<file path="config.mk">
export PLATFORM = sky130hd
export DESIGN_NAME = bsr_block_fetch
export DESIGN_NICKNAME = d
export VERILOG_FILES = /design/src/rtl/bsr_pkg.sv /design/src/rtl/bsr_block_fetch.sv
export SDC_FILE = /design/constraint.sdc
export NUM_CORES = 1
export LEC_CHECK = 0
export ABC_AREA = 1
export BUFFER_PORTS_ARGS = -buffer_cell sky130_fd_sc_hd__buf_2
export CAP_MARGIN = 10
export CORE_MARGIN = 4
export CORE_UTILIZATION = 30
export DETAILED_ROUTE_END_ITERATION = 12
export PLACE_DENSITY = 0.46
export SYNTH_ARGS = -nofsm -noshare
export SYNTH_HDL_FRONTEND = slang
export SYNTH_SLANG_ARGS = --single-unit
</file>
<file path="constraint.sdc">
create_clock -name clk -period 4.7 [get_ports clk]
set_clock_uncertainty 0.15 [all_clocks]
set_input_delay 1.41 -clock clk [delete_from_list [all_inputs] [get_ports clk]]
set_output_delay 1.41 -clock clk [all_outputs]
set_load 0.02 [all_outputs]
</file>
<file path="src/rtl/bsr_pkg.sv">
// Shared definitions for the BSR block fetcher.
//   BLOCK_WORDS   : 32-bit words per 8x8 INT8 block
//   ROW_W/COL_W   : width of block-row / block-column indices and tags
//   WORD_W        : width of the word-within-block tag
//   PTR_W         : width of a row_ptr entry (block index)
//   fetch_state_e : walk FSM state encoding
package bsr_pkg;
  localparam int BLOCK_WORDS = 16;
  localparam int ROW_W       = 16;
  localparam int COL_W       = 16;
  localparam int WORD_W      = 4;
  localparam int PTR_W       = 32;

  typedef enum logic [2:0] {
    IDLE, RP_LO, RP_HI, ROW_CHK, CI_RD, BLK_RD, BLK_WAIT, DONE
  } fetch_state_e;
endpackage

</file>
<file path="src/rtl/bsr_block_fetch.sv">
// Walks a BSR-encoded sparse layer: for each block row reads the row_ptr
// pair, for each block in the row reads its col_idx, then streams the
// block's BLOCK_WORDS words out through a one-entry valid/ready holding
// register, tagged with (row, col, word).
// Ports:
//   clk, rst_n (async, active low), start, num_block_rows, num_block_cols
//   busy / done (1-cycle pulse) / error (sticky until start or reset)
//   row_ptr_*, col_idx_*, block_* : 1-cycle synchronous BRAM read ports
//   out_valid/out_ready/out_data + out_row/out_col/out_word/out_last_word
//   blocks_fetched, stall_cycles : completed-block count, stall counter
// Build option: define BSR_FETCH_PERF_EN to enable the stall_cycles
// counter; otherwise stall_cycles is tied to zero.
module bsr_block_fetch
  import bsr_pkg::*;
#(
  parameter int ADDR_WIDTH  = 16,
  parameter int BLOCK_WORDS = bsr_pkg::BLOCK_WORDS,
  parameter int BLK_AW      = 21
) (
  input  logic                  clk,
  input  logic                  rst_n,
  input  logic                  start,
  input  logic [ROW_W-1:0]      num_block_rows,
  input  logic [COL_W-1:0]      num_block_cols,
  output logic                  busy,
  output logic                  done,
  output logic                  error,
  output logic                  row_ptr_re,
  output logic [ADDR_WIDTH-1:0] row_ptr_raddr,
  input  logic [31:0]           row_ptr_rdata,
  output logic                  col_idx_re,
  output logic [ADDR_WIDTH-1:0] col_idx_raddr,
  input  logic [15:0]           col_idx_rdata,
  output logic                  block_re,
  output logic [BLK_AW-1:0]     block_raddr,
  input  logic [31:0]           block_rdata,
  output logic                  out_valid,
  input  logic                  out_ready,
  output logic [31:0]           out_data,
  output logic [ROW_W-1:0]      out_row,
  output logic [COL_W-1:0]      out_col,
  output logic [WORD_W-1:0]     out_word,
  output logic                  out_last_word,
  output logic [31:0]           blocks_fetched,
  output logic [31:0]           stall_cycles
);
  localparam logic [WORD_W-1:0] LAST_W = WORD_W'(BLOCK_WORDS - 1);

  fetch_state_e      state_q, state_d;
  logic [ROW_W-1:0]  rows_q, row_q, row_d;
  logic [COL_W-1:0]  cols_q, col_q, col_d;
  logic [PTR_W-1:0]  k_q, k_d, end_q, end_d;
  logic [WORD_W-1:0] w_q, w_d;
  logic              ci_new_q, ci_new_d;
  logic              busy_q, done_q, error_q;
  logic              ov_q, last_q;
  logic [31:0]       od_q, blocks_q;
  logic [ROW_W-1:0]  orow_q;
  logic [COL_W-1:0]  ocol_q;
  logic [WORD_W-1:0] oword_q;

  logic accept, finish, err_set, load_hold, row_adv, rp_hi;
  logic hs, hold_free, row_last, bad_col;

  assign hs        = ov_q & out_ready;
  // Holding register can take a new word next cycle if empty or draining now.
  assign hold_free = ~ov_q | out_ready;
  assign row_last  = ({1'b0, row_q} + 17'd1) >= {1'b0, rows_q};
  // col_idx_rdata is only valid in the first BLK_RD cycle after CI_RD.
  assign bad_col   = ci_new_q & (col_idx_rdata >= cols_q);

  always_comb begin
    state_d    = state_q;
    row_d      = row_q;
    col_d      = col_q;
    k_d        = k_q;
    end_d      = end_q;
    w_d        = w_q;
    ci_new_d   = 1'b0;
    accept     = 1'b0;
    finish     = 1'b0;
    err_set    = 1'b0;
    load_hold  = 1'b0;
    row_adv    = 1'b0;
    rp_hi      = 1'b0;
    row_ptr_re = 1'b0;
    col_idx_re = 1'b0;
    block_re   = 1'b0;
    unique case (state_q)
      IDLE: if (start) begin
        accept  = 1'b1;
        row_d   = '0;
        state_d = (num_block_rows == '0) ? DONE : RP_LO;
      end
      RP_LO: begin
        row_ptr_re = 1'b1;
        state_d    = RP_HI;
      end
      RP_HI: begin
        row_ptr_re = 1'b1;
        rp_hi      = 1'b1;
        k_d        = row_ptr_rdata;       // row_ptr[r]
        state_d    = ROW_CHK;
      end
      ROW_CHK: begin
        end_d = row_ptr_rdata;            // row_ptr[r+1]
        if (row_ptr_rdata < k_q) begin
          err_set = 1'b1;
          state_d = DONE;
        end else if (row_ptr_rdata == k_q) row_adv = 1'b1;
        else state_d = CI_RD;
      end
      CI_RD: begin
        col_idx_re = 1'b1;
        w_d        = '0;
        ci_new_d   = 1'b1;
        state_d    = BLK_RD;
      end
      BLK_RD: begin
        if (ci_new_q) col_d = col_idx_rdata;
        if (bad_col) begin
          err_set = 1'b1;
          state_d = DONE;
        end else if (hold_free) begin
          block_re = 1'b1;
          state_d  = BLK_WAIT;
        end
      end
      BLK_WAIT: begin
        load_hold = 1'b1;
        if (w_q != LAST_W) begin
          w_d     = w_q + 1'b1;
          state_d = BLK_RD;
        end else if ((k_q + 32'd1) < end_q) begin
          k_d     = k_q + 32'd1;
          state_d = CI_RD;
        end else row_adv = 1'b1;
      end
      DONE: if (hold_free) begin          // drain the last word before done
        finish  = 1'b1;
        state_d = IDLE;
      end
      default: state_d = IDLE;
    endcase
    if (row_adv) begin
      if (row_last) state_d = DONE;
      else begin
        row_d   = row_q + 1'b1;
        state_d = RP_LO;
      end
    end
  end

  always_ff @(posedge clk or negedge rst_n) begin
    if (!rst_n) begin
      state_q  <= IDLE;
      rows_q   <= '0;
      cols_q   <= '0;
      row_q    <= '0;
      col_q    <= '0;
      k_q      <= '0;
      end_q    <= '0;
      w_q      <= '0;
      ci_new_q <= 1'b0;
      busy_q   <= 1'b0;
      done_q   <= 1'b0;
      error_q  <= 1'b0;
      ov_q     <= 1'b0;
      od_q     <= '0;
      orow_q   <= '0;
      ocol_q   <= '0;
      oword_q  <= '0;
      last_q   <= 1'b0;
      blocks_q <= '0;
    end else begin
      state_q  <= state_d;
      row_q    <= row_d;
      col_q    <= col_d;
      k_q      <= k_d;
      end_q    <= end_d;
      w_q      <= w_d;
      ci_new_q <= ci_new_d;
      done_q   <= finish;
      if (accept) begin
        rows_q   <= num_block_rows;
        cols_q   <= num_block_cols;
        busy_q   <= 1'b1;
        error_q  <= 1'b0;
        blocks_q <= '0;
      end else if (finish) busy_q <= 1'b0;
      if (err_set) error_q <= 1'b1;
      // load_hold only happens with the register empty, so it never
      // collides with a handshake.
      if (load_hold) begin
        ov_q    <= 1'b1;
        od_q    <= block_rdata;
        orow_q  <= row_q;
        ocol_q  <= col_q;
        oword_q <= w_q;
        last_q  <= (w_q == LAST_W);
      end else if (hs) ov_q <= 1'b0;
      if (hs && last_q) blocks_q <= blocks_q + 32'd1;
    end
  end

`ifdef BSR_FETCH_PERF_EN
  logic [31:0] stall_q;
  always_ff @(posedge clk or negedge rst_n) begin
    if (!rst_n) stall_q <= '0;
    else if (accept) stall_q <= '0;
    else if (ov_q && !out_ready && (stall_q != '1)) stall_q <= stall_q + 32'd1;
  end
  assign stall_cycles = stall_q;
`else
  assign stall_cycles = '0;
`endif

  assign busy           = busy_q;
  assign done           = done_q;
  assign error          = error_q;
  assign row_ptr_raddr  = ADDR_WIDTH'({16'b0, row_q} + (rp_hi ? 32'd1 : 32'd0));
  assign col_idx_raddr  = ADDR_WIDTH'(k_q);
  assign block_raddr    = BLK_AW'(k_q * 32'(BLOCK_WORDS) + 32'(w_q));
  assign out_valid      = ov_q;
  assign out_data       = od_q;
  assign out_row        = orow_q;
  assign out_col        = ocol_q;
  assign out_word       = oword_q;
  assign out_last_word  = last_q;
  assign blocks_fetched = blocks_q;
endmodule

</file>
==> summary.md, run 1 <==
| Metric | Value |
|---|---|
| Outcome | `completed` |
| Clk buf depth | `3` |
| Largest incremental delay on the critical path | `310 ps` |
| Ratio of cells with drive above 1 in the final layout | `0.182` |
| Highest-delay cell along the critical path | `ha_1` |
| Peak ir drop on the vdd network | `0.233 mV` |
| Max-cap violations | `0` |
| Routed Wire Length | `44100 um` |
| Pin slew with the least headroom to its limit | `1000 ps` |
| Top FF cell, synth | `dfrtp_1` |
| Count of mapped cells out of synthesis | `1900` |
| Pleak | `0.00909 uW` |
| Clock tree from TritonCTS | `done` |
| H-tree levels | `1` |
| Worst min-delay path class | `reg -> reg` |
| Final layout net count | `2352` |
| Leading cell types by total area after synthesis | `dfrtp_1, nand2_1, ha_1` |
| DRC violation count after routing | `0` |
| Root buffer cell | `clkbuf_16` |
| HPWL Detailed | `33300 um` |
| Largest net degree at the start of global routing | `95` |
| Fraction of synthesized cell area taken by the top area cell type | `0.416` |
| Count of buffers inserted at the top-level ports | `276` |
| Number of distinct library cell variants in the gate-level netlist after synthesis | `52` |
| Setup repair after global routing missed its margin | `false` |
| Vias in the first global route | `12500` |
| P_sw | `4280 uW` |
| Relative area change from synthesis to final layout | `18.2%` |
| First drt pass iteration count | `5` |
| Type of element capturing the critical path | `output pin` |
| Crit-path cells | `buf_2 > ha_1 > nand2_1 > inv_1 > nor2_1 > o21ai_0 > a21oi_1 > nand3_1 > nand2_1 > nand2_1 > nor2_2 > buf_2` |
| Filler cell count | `5189` |
| Cell types with the highest counts after synthesis | `nand2_1, dfrtp_1, inv_1` |
| Critical path start-end classification | `in -> out` |
| Worst slew margin | `0.332` |
| Cell Rows | `80` |
| Average vias per placed instance | `4.57` |
| Sw Share | `0.437` |
| Number of stages on the worst setup path | `12` |
| Global-route usage over all layers | `0.167` |
| Max Slew Vio Count | `0` |
| Part of the total power dissipated in sequential elements | `0.338` |
| Starting density of the core | `0.304` |
| Startpoint of the worst hold path | `out_data[5]$_DFFE_PN0P_` |
| Nature of the critical path startpoint | `primary input` |
| Pwr dens | `571 mW/mm^2` |
| Final standard cell count with taps included and fillers excluded | `2769` |
| Part of the total power dissipated in combinational logic | `0.434` |
| Clk sink count | `241` |
| Top cell by count, worst path | `nand2_1` |
| Internal Pwr Total | `5510 uW` |
| Fmax achieved | `223 MHz` |
| Slack of the worst reg-to-reg path | `570 ps` |
| Global-route wire length before repair | `70900 um` |
| Endpoint of the most critical register-to-register path | `k_q[2]$_DFFE_PN0P_` |
| Post-Syn Area | `0.0145 sq mm` |
| Setup TNS | `0 ps` |
| Count of cells along the worst hold path | `2` |
| Final number of hold-violating endpoints | `0` |
| Clock buffer count from CTS | `31` |
| Post-synthesis async set-or-reset flop share | `1.00` |
| Critical path peak fanout | `2` |
| Setup violation total in the final timing report | `0` |
| Number of DRC markers in iteration 0 | `683` |
| Critical path's top delay family | `simple AND/OR/NAND/NOR gates` |
| Clock network fraction of total power | `0.228` |
| X dimension of the die | `228 um` |
| Worst-case reg-to-reg path depth | `17` |
| Die height | `228 um` |
| Fin crit share | `0.955` |
| Portion of the post-synthesis area used by sequential elements | `0.416` |
| I/O pin total | `309` |
| Cell type contributing the most total cell area after synthesis | `dfrtp_1` |
| Buffers & Inverters on Critical Path | `3` |
| Final weighted congestion in routability-driven placement | `0.873` |
| Synthesized area divided by synthesized cell count | `7.63 sq um` |
| Number of antenna violations at the first check in global routing | `2` |
| Number of buffers added for setup after CTS | `0` |
| Hold-critical path endpoint | `out_data[5]$_DFFE_PN0P_` |
| Number of hold-repair buffers added at the cts stage | `0` |
| Req. time, crit path | `3140 ps` |
| Area of the core | `0.0477 sq mm` |
| Launch point of the worst reg-to-reg path | `k_q[16]$_DFFE_PN0P_` |
| Overflow after GRT | `0` |
| EDFF count, synth | `0` |
| Timing startpoint of the critical path | `col_idx_rdata[13]` |
| Yosys warns | `0` |
| Post-route ant nets | `0` |
| Most repeated cell in the gate-level netlist after synthesis | `nand2_1` |
| Worst skew pair latency | `570 ps` |
| Via count | `12700` |
| Clock transition at the register clock pins on the worst setup and hold paths after CTS | `60 ps` |
| Fin crit period | `4490 ps` |
| Arrival time at the worst endpoint | `2930 ps` |
| Register bit total from synthesis | `241` |
| Cell total after placement | `2717` |
| Average detailed-routed wire length per instance | `15.9 um` |
| Post-route core utilization | `0.359` |
| Area of the die | `0.0519 sq mm` |
[cells by family (layout without fill, tap and decap cells)]
| kind of cell | count (synthesis) | after routing | synth area share |
|---|---|---|---|
| muxes | 6 | 6 | 0.00423 |
| adders and majority gates | 101 | 101 | 0.0871 |
| other | 1 | 33 | 0.000259 |
| buffers and inverters | 343 | 565 | 0.109 |
| AOI/OAI and AO/OA | 251 | 251 | 0.0909 |
| and+or+nand+nor | 917 | 917 | 0.269 |
| xor gates and xnor gates | 40 | 40 | 0.0242 |
| DFF | 241 | 241 | 0.416 |
[per-layer routing]
metal,vias to the layer above,wire (um),track usage
li1,6448,-,-
met2,249,20800,0.280
met5,-,0,0
met4,0,772,0.0365
met1,5906,20600,0.227
met3,55,1960,0.0273
[cells in the final DEF (no fill, tap or decap), types with 7 or more instances in the layout]
master	instances
nor2_1	100
inv_1	210
dfrtp_1	241
clkbuf_8	7
clkbuf_16	31
a21oi_1	64
xor2_1	40
nand3_1	75
or2_2	8
inv_2	10
nor3_1	30
buf_2	275
o21ai_0	144
ha_1	101
conb_1	32
o21ai_1	19
nand2_1	625
nor4_1	8
buf_4	12
nand4_1	27
clkbuf_1	8
nand2_2	13
[sequential cells by signal (all words and copies together), names as in the netlist, 16 cells and up]
name / cells
rows_q: 16
k_q: 32
out_row: 16
blocks_fetched: 32
out_data: 32
col_q: 16
out_col: 16
cols_q: 16
end_q: 32
row_q: 16
[power groups by stage]
stage / clock network [uW] / registers [uW] / logic, uW
3_5_place_dp: 0 / 3350 / 4310
5_1_grt: 2420 / 3410 / 4910
2_1_floorplan: 0 / 3530 / 2860
6_report: 2240 / 3310 / 4250
3_3_place_gp: 0 / 3330 / 4240
4_1_cts: 2340 / 3320 / 4330
[repair_timing]
item	4_1_cts	5_1_grt
endpoints found under the setup margin	1	10
cloned	0	0
gates resized for setup	1	5
pin swaps	0	1
[metrics by stage]
stage	total power (uW)	area, sq um	setup WS [ps]	hold WS, ps
4_1_cts	9990	17100	86.4	319
5_1_grt	10700	17100	21.6	335
3_5_place_dp	7660	16200	96.8	306
3_3_place_gp	7570	16200	117	300
6_report	9790	17100	213	315
2_1_floorplan	6380	14600	611	296
[worst min-delay path, stage by stage (launching register included)]
cell and delay [ps]:
dfrtp_1 330, nand2_1 50, nand2_1 50
[worst max path at each step]
stage	endpoint	slack [ps]
floorplan	block_re	610
global placement	block_re	120
detailed placement	block_re	100
CTS	row_ptr_raddr[14]	90
global route	row_ptr_raddr[10]	20
finish	block_re	210
[cell type report]
cell class | instances | area (sq um) | area share
clock buffer | 46 | 902 | 0.0526
clock inverter | 5 | 27.5 | 0.00161
tap | 615 | 769 | 0.0449
timing repair buffer | 290 | 1520 | 0.0888
sequential | 241 | 6030 | 0.352
inverter | 224 | 851 | 0.0496
antenna | 1 | 2.50 | 0.000146
multi-input combinational | 1347 | 7030 | 0.410
Note: power is estimated with default switching activity, not from simulation.
==> run 2: changes to the inputs <==
--- a/config.mk
+++ b/config.mk
@@ -11,7 +11,7 @@
 export CORE_MARGIN = 4
 export CORE_UTILIZATION = 30
 export DETAILED_ROUTE_END_ITERATION = 12
-export PLACE_DENSITY = 0.46
+export MAX_ROUTING_LAYER = met4
 export SYNTH_ARGS = -nofsm -noshare
 export SYNTH_HDL_FRONTEND = slang
 export SYNTH_SLANG_ARGS = --single-unit
==> summary.md, run 2 (synthesis gave the netlist of run 1 again) <==
| Metric | Value |
|---|---|
| Setup violation total in the final timing report | `0` |
| Worst slack after detailed placement | `166 ps` |
| X dimension of the die | `228 um` |
| Global-route usage over all layers | `0.165` |
| Die height | `228 um` |
| Outcome | `completed` |
| Worst skew pair latency | `600 ps` |
| Pin slew with the least headroom to its limit | `869 ps` |
| Area of the core | `0.0477 sq mm` |
| Cell area after placement | `0.0162 sq mm` |
| Startpoint of the worst hold path | `out_data[6]$_DFFE_PN0P_` |
| Max Slew Vio Count | `0` |
| Number of antenna violations at the first check in global routing | `0` |
| Most common library cell in the layout ignoring fill and taps | `nand2_1` |
| Type of element capturing the critical path | `output pin` |
| Critical path start-end classification | `in -> out` |
| Endpoint of the most critical register-to-register path | `row_q[1]$_DFF_PN0_` |
| Routed Wire Length | `43100 um` |
| Overflow after GRT | `0` |
| Worst slew margin | `0.415` |
| Clk sink count | `241` |
| Average vias per placed instance | `4.68` |
| Relative area change from synthesis to final layout | `19.7%` |
| Total Power Consumption | `10200 uW` |
| Pwr dens | `589 mW/mm^2` |
| Arrival time at the worst endpoint | `2920 ps` |
| Fin crit period | `4480 ps` |
| Launch point of the worst reg-to-reg path | `k_q[1]$_DFFE_PN0P_` |
| Total non-filler cell area in the finished layout | `0.0174 sq mm` |
| Count of buffers inserted at the top-level ports | `276` |
| Slack of the worst reg-to-reg path | `820 ps` |
| Diodes inserted | `0` |
| First drt pass iteration count | `4` |
| Filler cell count | `4971` |
| Max-cap violations | `0` |
| Sw Share | `0.423` |
| Part of the total power dissipated in combinational logic | `0.417` |
| Worst-case reg-to-reg path depth | `21` |
| Clock buffer count from CTS | `30` |
| Clock tree from TritonCTS | `done` |
| Setup TNS | `0 ps` |
| Cell Rows | `80` |
| Ratio of cells with drive above 1 in the final layout | `0.185` |
| Post-route ant nets | `0` |
| Number of buffers added for setup after CTS | `0` |
| Final layout net count | `2351` |
| Fmax achieved | `223 MHz` |
| Root buffer cell | `clkbuf_16` |
| Worst min-delay path class | `reg -> reg` |
| Clock transition at the register clock pins on the worst setup and hold paths after CTS | `60 ps` |
| Part of the total power dissipated in sequential elements | `0.324` |
| Via count | `13000` |
| Final weighted congestion in routability-driven placement | `0.905` |
| Fin crit share | `0.954` |
| Internal Pwr Total | `5900 uW` |
| Critical path peak fanout | `2` |
| Count of cells along the worst hold path | `2` |
| Number of DRC markers in iteration 0 | `734` |
| Post-route core utilization | `0.364` |
| Vias in the first global route | `12600` |
| P_sw | `4330 uW` |
| Setup repair after global routing missed its margin | `false` |
| Nature of the critical path startpoint | `primary input` |
| Pleak | `0.00919 uW` |
| DRC violation count after routing | `0` |
| Clock network fraction of total power | `0.259` |
| Peak ir drop on the vdd network | `0.326 mV` |
| Average detailed-routed wire length per instance | `15.6 um` |
| Clk buf depth | `3` |
| H-tree levels | `1` |
| Hold-critical path endpoint | `out_data[6]$_DFFE_PN0P_` |
| I/O pin total | `309` |
| Global-route wire length before repair | `68700 um` |
| Starting density of the core | `0.304` |
| Largest net degree at the start of global routing | `98` |
| Area of the die | `0.0519 sq mm` |
| Req. time, crit path | `3140 ps` |
| Min setup slack post-route | `215 ps` |
| Number of hold-repair buffers added at the cts stage | `0` |
| Final number of hold-violating endpoints | `0` |
| Post-CTS sizing | `0` |
| HPWL Detailed | `32900 um` |
| Commonest cells after routing, fill and taps aside | `nand2_1, buf_2, dfrtp_1, inv_1, o21ai_0` |
==> run 2: how the worst max path moves through the flow <==
stage / start / to / slack (ps)
6_report: col_idx_rdata[15] / block_re / 220
3_5_place_dp: col_idx_rdata[11] / block_re / 170
4_1_cts: state_q[1]$_DFFE_PN0P_ / row_ptr_raddr[14] / 10
5_1_grt: state_q[1]$_DFFE_PN0P_ / row_ptr_raddr[13] / 4
3_3_place_gp: col_idx_rdata[13] / block_re / 170
2_1_floorplan: col_idx_rdata[11] / block_re / 610
==> run 2: power groups by stage <==
| stage | Clock, uW | Combinational (uW) | Sequential [uW] |
|---|---|---|---|
| floorplan | 0 | 2860 | 3530 |
| CTS | 2730 | 4340 | 3320 |
| global route | 2820 | 4880 | 3400 |
| global placement | 0 | 4210 | 3320 |
| detailed placement | 0 | 4310 | 3350 |
| finish | 2650 | 4270 | 3310 |
==> run 2: stage by stage <==
stage	hold slack (ps)	std cells
after global placement	299	2717
final	314	2772
after CTS	318	2772
after global routing	338	2772
after detailed placement	303	2717
after floorplan	296	1931
==> run 2: routing by layer <==
metal,part of all wire,global-route usage,wire length [um]
met1,0.45,0.216,19600
met2,0.47,0.270,20400
met3,0.040,0.0223,1730
met4,0.032,0.0471,1370
met5,0,-,0
==> run 2: layout make-up <==
class,count,area (sq um),area share
clock inverters,16,319,0.0184
well taps,615,769,0.0443
inverters,224,848,0.0489
multi-input cells,1347,7040,0.405
flip-flops and latches,241,6030,0.347
repair buffers,290,1530,0.0883
clock buffers,39,825,0.0475
==> run 2: critical path: stages <==
cell	delay, ps
buf_2	110
ha_1	310
a21oi_1	160
o21ai_0	100
a21oi_1	240
nand3_1	160
nand2_1	90
nand2_1	60
nor2_1	100
buf_2	190
==> run 3: changes to the inputs <==
--- a/config.mk
+++ b/config.mk
@@ -8,10 +8,15 @@
 export ABC_AREA = 1
 export BUFFER_PORTS_ARGS = -buffer_cell sky130_fd_sc_hd__buf_2
 export CAP_MARGIN = 10
+export CELL_PAD_IN_SITES_DETAIL_PLACEMENT = 1
+export CELL_PAD_IN_SITES_GLOBAL_PLACEMENT = 2
 export CORE_MARGIN = 4
 export CORE_UTILIZATION = 30
+export CTS_CLUSTER_SIZE = 28
 export DETAILED_ROUTE_END_ITERATION = 12
 export MAX_ROUTING_LAYER = met4
+export PLACE_DENSITY_LB_ADDON = 0.1
 export SYNTH_ARGS = -nofsm -noshare
 export SYNTH_HDL_FRONTEND = slang
 export SYNTH_SLANG_ARGS = --single-unit
+export TNS_END_PERCENT = 50
==> summary.md, run 3 (synthesis gave the netlist of run 1 again) <==
| Metric | Value |
|---|---|
| Crit-path cells | `inv_1 > nor2_1 > inv_1 > nor2_1 > ha_1 > ha_1 > nand3_1 > nor4_4 > nand2_1 > xor2_1 > buf_2` |
| H-tree levels | `2` |
| Routed Wire Length | `47800 um` |
| Fin crit period | `4410 ps` |
| Ratio of cells with drive above 1 in the final layout | `0.188` |
| Nature of the critical path startpoint | `register` |
| Setup repair after global routing missed its margin | `false` |
| Register cell area after layout | `0.00603 sq mm` |
| Pin slew with the least headroom to its limit | `1130 ps` |
| Overflow after GRT | `0` |
| Cell Rows | `80` |
| Global-route usage over all layers | `0.188` |
| Filler cell count | `5933` |
| Largest incremental delay on the critical path | `370 ps` |
| Arrival time at the worst endpoint | `2850 ps` |
| Worst slew margin | `0.246` |
| Final weighted congestion in routability-driven placement | `0.834` |
| Req. time, crit path | `3140 ps` |
| Peak ir drop on the vdd network | `0.206 mV` |
| X dimension of the die | `228 um` |
| Startpoint of the worst hold path | `blocks_fetched[31]$_DFFE_PN0P_` |
| Slack of the worst reg-to-reg path | `620 ps` |
| I/O pin total | `309` |
| Via count | `13000` |
| Worst slack after detailed placement | `277 ps` |
| Buffers & Inverters on Critical Path | `3` |
| Average vias per placed instance | `4.67` |
| Worst-case reg-to-reg path depth | `20` |
| Average detailed-routed wire length per instance | `17.2 um` |
| Relative area change from synthesis to final layout | `20.5%` |
| Starting density of the core | `0.304` |
| Type of element capturing the critical path | `output pin` |
| Hold-critical path endpoint | `blocks_fetched[31]$_DFFE_PN0P_` |
| Clk buf depth | `3` |
| Fin crit share | `0.939` |
| Launch point of the worst reg-to-reg path | `k_q[5]$_DFFE_PN0P_` |
| Clock transition at the register clock pins on the worst setup and hold paths after CTS | `60 ps` |
| Critical path start-end classification | `reg -> out` |
| Area of the core | `0.0477 sq mm` |
| Min setup slack post-route | `286 ps` |
| Max Slew Vio Count | `0` |
| Critical path peak fanout | `4` |
| Highest-delay cell along the critical path | `dfrtp_1` |
| DRC violation count after routing | `0` |
| Global-route wire length before repair | `77200 um` |
| Pwr dens | `600 mW/mm^2` |
| Clock tree from TritonCTS | `done` |
| Count of cells along the worst hold path | `1` |
| Max-cap violations | `0` |
| Clock buffer count from CTS | `34` |
| Worst min-delay path class | `reg -> reg` |
| Die height | `228 um` |
| Post-route ant nets | `0` |
| Setup TNS | `0 ps` |
| Worst skew pair latency | `540 ps` |
| Pleak | `0.00927 uW` |
| Number of antenna violations at the first check in global routing | `1` |
| Most common library cell in the layout ignoring fill and taps | `nand2_1` |
| Number of hold-repair buffers added at the cts stage | `0` |
| Endpoint of the most critical register-to-register path | `row_q[15]$_DFF_PN0_` |
| HPWL Detailed | `36400 um` |
| Root buffer cell | `clkbuf_16` |
| Critical path's top delay family | `simple AND/OR/NAND/NOR gates` |
| Fmax achieved | `227 MHz` |
| First drt pass iteration count | `4` |
| Total Power Consumption | `10500 uW` |
| Vias in the first global route | `13700` |
| Final layout net count | `2361` |
| Setup violation total in the final timing report | `0` |
| Outcome | `completed` |
| Count of buffers inserted at the top-level ports | `276` |
| Clk sink count | `241` |
| Number of DRC markers in iteration 0 | `650` |
| Area of the die | `0.0519 sq mm` |
| Area taken by multi-input logic gates | `0.00703 sq mm` |
| Largest net degree at the start of global routing | `106` |
| Final number of hold-violating endpoints | `0` |
| Commonest cells after routing, fill and taps aside | `nand2_1, buf_2, dfrtp_1, inv_1, o21ai_0` |
-- run 3: changes by cell type in the layout (fill, tap and decap cells not counted), moves of 3 or more --
cell and delta:
clkbuf_16 +5, buf_4 +4, clkbuf_8 +4, bufinv_16 -3
-- run 3: what timing repair did --
action                     CTS  global route
gates resized for setup      1             1
setup endpoints to repair    1             1
gates cloned                 0             0
buffers inserted             0             0
-- run 3: report_power, final --
part	leakage, uW	switching, uW	internal (uW)	total (uW)
clock network	0.000594	1040	1770	2800
logic	0.00561	2960	1430	4390
registers	0.00307	461	2830	3290
-- run 3: routing by layer --
layer,part of all wire,global-route usage,vias up
met2,0.45,0.296,226
li1,-,-,6458
met1,0.48,0.248,6257
met4,0.016,0.0398,0
met3,0.054,0.0444,49
met5,0,-,-
-- run 3: cell type report --
type,instances,area share
antenna,1,0.000143
clock buffer,48,0.0575
clock inverter,12,0.0112
inverter,224,0.0485
multi-input combinational,1347,0.402
sequential,241,0.345
tap,615,0.0440
timing repair buffer,296,0.0917
-- run 3: worst max path at each step --
stage / cells after the start / from / slack [ps] / end
final: 11 / state_q[1]$_DFFE_PN0P_ / 290 / row_ptr_raddr[14]
after global routing: 11 / state_q[1]$_DFFE_PN0P_ / 30 / row_ptr_raddr[13]
after CTS: 10 / state_q[0]$_DFFE_PN0P_ / 120 / row_ptr_raddr[14]
after detailed placement: 13 / col_idx_rdata[7] / 280 / block_re
after global placement: 13 / col_idx_rdata[7] / 280 / block_re
after floorplan: 8 / col_idx_rdata[11] / 610 / block_re
-- run 3: through the flow --
| step | util | cell area (sq um) | hold slack [ps] | instances |
|---|---|---|---|---|
| final | 0.366 | 17500 | 310 | 2784 |
| after floorplan | - | 14600 | 296 | 1931 |
| after global placement | 0.341 | 16300 | 298 | 2723 |
| after global routing | 0.366 | 17500 | 329 | 2784 |
| after detailed placement | 0.341 | 16300 | 303 | 2723 |
| after CTS | 0.366 | 17500 | 312 | 2783 |
